===== src/rtl/mult_pkg.sv =====
// mult_pkg: funct3 codes, pipeline depth and per-stage control bundle for mult_pipeline
package mult_pkg;

    localparam int         MULT_NUM_STAGES = 5;

    localparam logic [2:0] MULT_OP_MUL     = 3'b000;
    localparam logic [2:0] MULT_OP_MULH    = 3'b001;
    localparam logic [2:0] MULT_OP_MULHSU  = 3'b010;
    localparam logic [2:0] MULT_OP_MULHU   = 3'b011;

    typedef struct packed {
        logic        valid;
        logic [2:0]  op;
        logic [4:0]  rd;
        logic [31:0] instruction;
        logic [31:0] pc;
    } mult_stage_t;

    // Extend a 32-bit operand to 33 bits, sign-extending when sgn is set
    function automatic logic [32:0] mult_ext(input logic [31:0] v, input logic sgn);
        return {sgn & v[31], v};
    endfunction

endpackage


===== src/rtl/mult_pp17.sv =====
// mult_pp17: registered 17x17 signed multiplier used for the m2 partial products
module mult_pp17 (
    input  logic               clk_i,
    input  logic               rsn_i,
    input  logic signed [16:0] a_i,
    input  logic signed [16:0] b_i,
    output logic signed [33:0] p_o
);

    logic signed [33:0] p_q;

    // Capture the full-width signed product
    always_ff @(posedge clk_i or negedge rsn_i) begin
        if (!rsn_i) p_q <= '0;
        else        p_q <= a_i * b_i;
    end

    assign p_o = p_q;

endmodule


===== src/rtl/mult_pipeline.sv =====
// mult_pipeline: five-stage pipelined RISC-V multiplier feeding the mult5 write-back latch.
// Define MULT_MULH_EN to support MULH/MULHSU/MULHU; otherwise only MUL writes back.
module mult_pipeline
    import mult_pkg::*;
#(
    parameter int NUM_STAGES = MULT_NUM_STAGES
) (
    input  logic        clk_i,
    input  logic        rsn_i,
    input  logic        dec_mult_valid_i,
    input  logic [2:0]  dec_mult_op_i,
    input  logic [31:0] dec_src1_i,
    input  logic [31:0] dec_src2_i,
    input  logic [4:0]  dec_write_addr_i,
    input  logic [31:0] dec_instruction_i,
    input  logic [31:0] dec_pc_i,
    input  logic        flush_i,
    output logic [31:0] mult5_int_write_data_o,
    output logic [4:0]  mult5_write_addr_o,
    output logic        mult5_int_write_enable_o,
    output logic [31:0] mult5_instruction_o,
    output logic [31:0] mult5_pc_o,
    output logic [31:0] mult_pending_mask_o
);

`ifdef MULT_MULH_EN
    localparam int SUM_W = 66;
    localparam int NT    = 4;
`else
    localparam int SUM_W = 32;
    localparam int NT    = 3;
`endif
    localparam int L = NUM_STAGES - 1;

    mult_stage_t [NUM_STAGES-1:0] st_q, st_d;
    logic [32:0]              a_q, a_d, b_q, b_d;
    logic signed [33:0]       pp [NT];
    logic [NT-1:0][SUM_W-1:0] t_q, t_d;
    logic [SUM_W-1:0]         sum_q, sum_d;
    logic [31:0]              data_q, data_d;
    logic                     op_ok;
    logic                     unused_top;

    // Shift the control bundles; divide ops never become valid and flush kills everything not yet in m5
    always_comb begin
        st_d[0] = '{valid: dec_mult_valid_i & ~dec_mult_op_i[2] & ~flush_i, op: dec_mult_op_i,
                    rd: dec_write_addr_i, instruction: dec_instruction_i, pc: dec_pc_i};
        for (int i = 1; i < NUM_STAGES; i++) begin
            st_d[i]       = st_q[i-1];
            st_d[i].valid = st_q[i-1].valid & ~flush_i;
        end
    end

    // m1 operand extension: rs1 is signed for MULH/MULHSU, rs2 only for MULH
    assign a_d = mult_ext(dec_src1_i, dec_mult_op_i == MULT_OP_MULH || dec_mult_op_i == MULT_OP_MULHSU);
    assign b_d = mult_ext(dec_src2_i, dec_mult_op_i == MULT_OP_MULH);

    // m2: split each 33-bit operand into an unsigned low half and a signed high half
    mult_pp17 u_pp_ll (.clk_i(clk_i), .rsn_i(rsn_i), .a_i({1'b0, a_q[15:0]}), .b_i({1'b0, b_q[15:0]}), .p_o(pp[0]));
    mult_pp17 u_pp_lh (.clk_i(clk_i), .rsn_i(rsn_i), .a_i({1'b0, a_q[15:0]}), .b_i(b_q[32:16]),        .p_o(pp[1]));
    mult_pp17 u_pp_hl (.clk_i(clk_i), .rsn_i(rsn_i), .a_i(a_q[32:16]),        .b_i({1'b0, b_q[15:0]}), .p_o(pp[2]));

`ifdef MULT_MULH_EN
    mult_pp17 u_pp_hh (.clk_i(clk_i), .rsn_i(rsn_i), .a_i(a_q[32:16]),        .b_i(b_q[32:16]),        .p_o(pp[3]));

    // m3 alignment of the four partial products into 66-bit signed terms
    assign t_d[0] = {{32{pp[0][33]}}, pp[0]};
    assign t_d[1] = {{16{pp[1][33]}}, pp[1], 16'b0};
    assign t_d[2] = {{16{pp[2][33]}}, pp[2], 16'b0};
    assign t_d[3] = {pp[3], 32'b0};

    assign data_d     = st_q[L-1].op == MULT_OP_MUL ? sum_q[31:0] : sum_q[63:32];
    assign op_ok      = 1'b1;
    assign unused_top = ^sum_q[65:64];
`else
    // Only the low word is needed, so the cross terms contribute just their low 16 bits
    assign t_d[0] = pp[0][31:0];
    assign t_d[1] = {pp[1][15:0], 16'b0};
    assign t_d[2] = {pp[2][15:0], 16'b0};

    assign data_d     = st_q[L-1].op == MULT_OP_MUL ? sum_q : '0;
    assign op_ok      = st_q[L].op == MULT_OP_MUL;
    assign unused_top = ^{pp[0][33:32], pp[1][33:16], pp[2][33:16]};
`endif

    // m4 adder over all aligned terms
    always_comb begin
        sum_d = '0;
        for (int i = 0; i < NT; i++) sum_d = sum_d + t_q[i];
    end

    // Stage registers for control and datapath; reset discards all in-flight ops at once
    always_ff @(posedge clk_i or negedge rsn_i) begin
        if (!rsn_i) begin
            st_q   <= '0;
            a_q    <= '0;
            b_q    <= '0;
            t_q    <= '0;
            sum_q  <= '0;
            data_q <= '0;
        end else begin
            st_q   <= st_d;
            a_q    <= a_d;
            b_q    <= b_d;
            t_q    <= t_d;
            sum_q  <= sum_d;
            data_q <= data_d;
        end
    end

    assign mult5_int_write_data_o   = data_q;
    assign mult5_write_addr_o       = st_q[L].rd;
    assign mult5_int_write_enable_o = st_q[L].valid & (|st_q[L].rd) & op_ok;
    assign mult5_instruction_o      = st_q[L].instruction;
    assign mult5_pc_o               = st_q[L].pc;

    // Hazard mask: any valid stage marks its rd; x0 is never pending
    always_comb begin
        mult_pending_mask_o = '0;
        for (int i = 0; i < NUM_STAGES; i++)
            if (st_q[i].valid) mult_pending_mask_o[st_q[i].rd] = 1'b1;
        mult_pending_mask_o[0] = 1'b0;
    end

endmodule


===== config.mk =====
export PLATFORM = sky130hd
export DESIGN_NAME = mult_pipeline
export DESIGN_NICKNAME = d
export VERILOG_FILES = /design/src/rtl/mult_pkg.sv /design/src/rtl/mult_pp17.sv /design/src/rtl/mult_pipeline.sv
export SDC_FILE = /design/constraint.sdc
export NUM_CORES = 2
export LEC_CHECK = 0
export CAP_MARGIN = 20
export CORE_MARGIN = 3
export CORE_UTILIZATION = 60
export CTS_CLUSTER_SIZE = 40
export DETAILED_ROUTE_END_ITERATION = 10
export PLACE_DENSITY = 0.82
export REMOVE_ABC_BUFFERS = 1
export SLEW_MARGIN = 20
export SYNTH_ARGS = -nofsm -noshare
export SYNTH_HDL_FRONTEND = slang
export SYNTH_SLANG_ARGS = --single-unit
export TNS_END_PERCENT = 50

===== constraint.sdc =====
create_clock -name clk_i -period 12.15 [get_ports clk_i]
set_clock_uncertainty 0.15 [all_clocks]
set_input_delay 2.43 -clock clk_i [delete_from_list [all_inputs] [get_ports clk_i]]
set_output_delay 2.43 -clock clk_i [all_outputs]
set_load 0.01 [all_outputs]

; ---- After elaboration in Yosys (flattened, before gate mapping)
; Cells that the tools add are included.
[classes]
addsub = 2
multipliers = 3
div_mod_pow = 0
n_lt_le_gt_ge = 10
eq_ne = 2
shift = 0
muxes = 16
bitwise_logic = 16
reduce_logical = 9
[op_table]
columns = cell, count
row1 = $mux W32, 6
row2 = $or A32 B32 Y32, 4
row3 = $add A32 B32 Y32, 2
row4 = $mul A17 B17 Y16, 2
row5 = $mul A16 B16 Y32, 1
row6 = $lt A5 B6 Y1 const B, 5
row7 = $demux W1 S5, 5
row8 = $ge A5 B1 Y1 const B, 5
row9 = $and A1 B1 Y1, 10
row10 = $logic_not A3 Y1, 2
row11 = $logic_and A1 B1 Y1, 5
row12 = $mux W1, 5
row13 = $reduce_or A5 Y1, 1
row14 = $eq A3 B1 Y1 const B, 1
row15 = $eq A3 B2 Y1 const B, 1
row16 = $not A1 Y1, 2
row17 = $logic_or A1 B1 Y1, 1
[word_totals]
register_bits = 623
latch_bits = 0
mem_bits_rw = 0
romBits = 0
in_bits = 140
output_inout_bits = 134
elab_cells = 93
memories = 0

; ---- Logic depth before layout (Yosys ltp)
[depth]
depth_word = 13
depth_mapped = 24
mapped_depth_nobuf = 22

; ---- By module
; From an unflattened synthesis, not the netlist that was laid out.
[hier_totals]
hier_cells = 4698
hier_area_um2 = 52434.0
[modules_own_cells]
columns = mod, instances, cells_per_inst, area_per_inst_um2, seq_area_each_um2
row1 = mult_pipeline, 1, 995, 17077.6, 13988.4
row2 = mult_pp17 at u_pp_hl, 1, 1256, 11868.9, 850.8
row3 = mult_pp17 at u_pp_ll, 1, 1239, 11841.4, 850.8
row4 = mult_pp17 at u_pp_lh, 1, 1208, 11646.2, 850.8

; ---- Worst setup path after synthesis
; OpenSTA, ideal clock, no wires.
[synth_timing]
path_kind = register to register
start = register b_q[2]
end = register u_pp_ll.p_q[30] (netlist: u_pp_ll.p_o[30])
setup_ps = 71
t_arrival_ps = 5871
t_required_ps = 11929
path_slack_ps = 6059
stages_incl_launch_ff = 21
n_path_buf = 2
period_less_slack_ps = 6091
path_cell_list = dfrtp_1 -> clkbuf_1 -> clkbuf_1 -> nand2_1 -> fa_1 -> fa_1 -> fa_1 -> fa_1 -> inv_1 -> fa_1 -> inv_1 -> fa_1 -> inv_1 -> ha_1 -> a21oi_2 -> a211o_1 -> o22ai_4 -> a31oi_4 -> o31a_4 -> or4b_1 -> nand4_1
[synth_between]
elab_chain_cells = 1
[synth_lines]
columns = element, line
row1 = start: declaration, mult_pipeline.sv:36  ; logic [32:0] a_q, a_d, b_q, b_d;
row2 = start signal: assignment, mult_pipeline.sv:97  ; b_q <= '0;
row3 = start signal: assignment, mult_pipeline.sv:104  ; b_q <= b_d;
row4 = $mul A16 B16 Y32, mult_pp17.sv:15  ; else p_q <= a_i * b_i;
row5 = end signal: assignment, mult_pp17.sv:15
row6 = end: declaration, mult_pp17.sv:10  ; logic signed [33:0] p_q;
; Every way passes these cells.

; ---- Worst setup path in the final report
[layout_timing]
start = register b_q[4]
end = register u_pp_ll.p_q[31] (netlist: u_pp_ll.p_o[31])
; The elaborated chain is that of the path after synthesis.

==> flow_metrics.tcl <==
set metrics [dict create \
    slowest_stage "dfrtp_1" \
    met2_usage 0.478 \
    synth-simple-area-share 0.120 \
    synthAdderAreaFrac 0.294 \
    drc 0 \
    crit_path_frequent_cell "fa_1" \
    final_cells 4012 \
    yosys_warnings 0 \
    drt_iter0_drc 1347 \
    ys_seq_elements 621 \
    worst_slack_ps 5340 \
    port_buffers 272 \
    final_antenna_net_count 0 \
    grt_max_degree 190 \
    power-per-cell-area_nw_per_um2 263 \
    postLayoutCoreUtil 0.697 \
    critPathMaxFanout 28 \
    dpl_cell_area_sq_um 38200 \
    pre_cts_ws_ps 5340 \
    layout_commonest_cell "dfrtp_1" \
    clockRootBuffer "clkbuf_16" \
    first_pass_iters 8 \
    ys_seq_area_frac 0.441 \
    synth_cell_types 67 \
    dp_hpwl_mm 59.1 \
    gp_congestion 0.889 \
    cp-end-kind "register" \
    clkSlewWorstSetupHoldPaths_ps 80 \
    leakagePower_nw 19.3 \
    wire_per_inst_um 21.0 \
    grt-ovfl-total 0 \
    grt_pass1_wl_mm 134 \
    via_count 22000 \
    drv_slew 0 \
    die_w_um 248 \
    worstMarginPinSlew_ps 1170 \
    fillers 3957 \
    syn_area_sq_um 35300 \
    fin_crit_ps 6810 \
    fmax_mhz 147 \
    core_area_sq_um 57900 \
    final.setup.tns_ps 0 \
    status "complete, no violations" \
    hold_viol_final 0 \
    cp.required_ps 12510 \
    cts_tree "built" \
    rsz0062_at_grt "no" \
    rrSetupSlack_ps 5340 \
    clockBufferDepth 3 \
    grt_usage 0.276 \
    busiest_layer "met2" \
    postCtsResizedCells 0 \
    criticalPathCategory "register to register" \
    post_cts_buffers 0 \
    start_kind "register" \
    setup_viol 0 \
    die_h_um 248 \
    synth-edff-count 0 \
    ys.flop_type "dfrtp_1" \
    async_flop_share 1.00 \
    cts_sinks 621 \
    max_stage_delay_ps 1080 \
    antenna_found_initial 3 \
    vias_per_cell 5.48 \
    final_cell_area_sq_um 40400 \
    ctsHoldBuffers 0 \
    max_cap_violations 0 \
    synthXorXnorAreaFrac 0.0305 \
    drive_gt1_frac 0.0471 \
    final_cell_mix "dfrtp_1, inv_1, fa_1" \
    muxShareOfSynthArea 0.000284 \
    nNetsFinal 3945 \
    synth-compound-area-share 0.0388 \
    worstPathCellList "nand2_1 > fa_1 > inv_1 > fa_1 > fa_1 > inv_1 > fa_1 > fa_1 > fa_1 > inv_1 > ha_1 > and3_1 > and3_1 > nand3_1 > a21oi_1 > nor3_1 > a211oi_1 > o41ai_2 > xnor2_1" \
    insertion_delay_ps 640 \
    synth_top_family_by_area "adder cells" \
    grt_pass1_vias 24600 \
    synthCells 3012 \
    routed_wl_mm 84.1 \
    gr-usage-met1 0.349 \
    avgSynthCellArea_sq_um 11.7 \
    cts-buffers-inserted 58 \
    num_io_pins 274 \
    use_met3 0.0417 \
    place_inst 3901 \
    ir_worst_vdd_uv 313 \
    dieArea_sq_um 61700 \
    synthToLayoutAreaGrowth_pct 14.5 \
    arrival_ps 7160 \
    initial_core_util 0.609 \
    hold_class "register to register" \
    post-route-period-util 0.560 \
    relSlewSlack 0.220 \
    htreeDepth 2 \
    row_count 88 \
]
## registers in the layout (all words and copies together), names as in the netlist, 8 cells and up
| signal | cells |
|---|---|
| a_q | 32 |
| b_q | 32 |
| mult5_instruction_o | 32 |
| mult5_int_write_data_o | 32 |
| mult5_pc_o | 32 |
| st_d | 288 |
| st_q | 8 |
| sum_q | 32 |
| t_q | 64 |
| u_pp_hl.p_o | 16 |
| u_pp_lh.p_o | 16 |
| u_pp_ll.p_o | 32 |
## routing by layer
metal	wire [um]	vias up
met1	32800	11300
li1	-	9570
met2	42600	901
met5	13	-
met4	3780	2
met3	4900	241
## Yosys cell counts, drive strengths merged (4+ instances only)
library cell	count	share of area
or3	6	0.0012
o22ai	20	0.0039
dfrtp	621	0.44
or2	10	0.0018
ha	240	0.085
a21o	17	0.0036
and3	8	0.0014
o21a	9	0.0019
xor2	20	0.0050
nor2	71	0.0076
inv	479	0.051
nand2	319	0.034
nor2b	11	0.0020
and2	278	0.049
a211oi	7	0.0015
nor3b	23	0.0049
xnor2	103	0.026
clkbuf	92	0.0098
nor3	25	0.0039
o21bai	5	0.0012
o221ai	16	0.0040
buf	70	0.015
fa	368	0.21
nand3	36	0.0051
a22oi	30	0.0064
and3b	4	0.00099
o21ai	19	0.0030
a21oi	40	0.0058
a31oi	4	0.0011
nand2b	5	0.00089
nand3b	19	0.0040
or3b	5	0.0012
## layout make-up
| class | instances | area, sq um | area share |
|---|---|---|---|
| sequential | 621 | 15500 | 0.385 |
| clock buffer | 79 | 1680 | 0.0416 |
| timing repair buffer | 287 | 2870 | 0.0711 |
| multi-input combinational | 1750 | 17100 | 0.423 |
| clock inverter | 30 | 459 | 0.0114 |
| inverter | 479 | 1800 | 0.0445 |
| antenna | 1 | 2.50 | 0.0000620 |
| tap | 765 | 957 | 0.0237 |
## cell families (layout without fill, tap and decap cells)
family                   Yosys count  after routing
AND/OR/NAND/NOR                  828            828
buffers and inverters            641            875
adder cells (fa/ha/maj)          608            608
other                              1              2
XOR/XNOR                         123            123
flip-flops                       621            621
AO/OA/AOI/OAI                    189            189
multiplexers                       1              1
## power breakdown
| part | switching, W | internal [W] |
|---|---|---|
| clock | 0.000836 | 0.00117 |
| sequential | 0.000189 | 0.00248 |
| combinational | 0.00337 | 0.00258 |
## through the flow
step / hold WS, ps / total power, W
2_1_floorplan: 181 / 0.00702
3_3_place_gp: 181 / 0.00830
3_5_place_dp: 185 / 0.00856
4_1_cts: 193 / 0.0107
5_1_grt: 202 / 0.0115
6_report: 187 / 0.0106
## critical path: cells and delay by family, from the launching register on
kind | cells | cell delay [ps]
fa+ha+maj | 7 | 3400
xor+xnor | 1 | 140
simple gates | 5 | 900
flops | 1 | 1080
buf+inv | 3 | 160
compound gates | 3 | 830
## final timing paths
path                                startpoint  cells after the start                        end
min in group asynchronous                rsn_i                      1        st_d[305]$_DFF_PN0_
max reg2reg                   b_q[4]$_DFF_PN0_                     19  u_pp_ll.p_o[31]$_DFF_PN0_
min reg2reg                st_d[289]$_DFF_PN0_                      0        st_d[362]$_DFF_PN0_
min                        st_d[289]$_DFF_PN0_                      0        st_d[362]$_DFF_PN0_
max                           b_q[4]$_DFF_PN0_                     19  u_pp_ll.p_o[31]$_DFF_PN0_
max in group asynchronous                rsn_i                      4          t_q[60]$_DFF_PN0_
No activity file was read; power rests on OpenSTA's default activity.
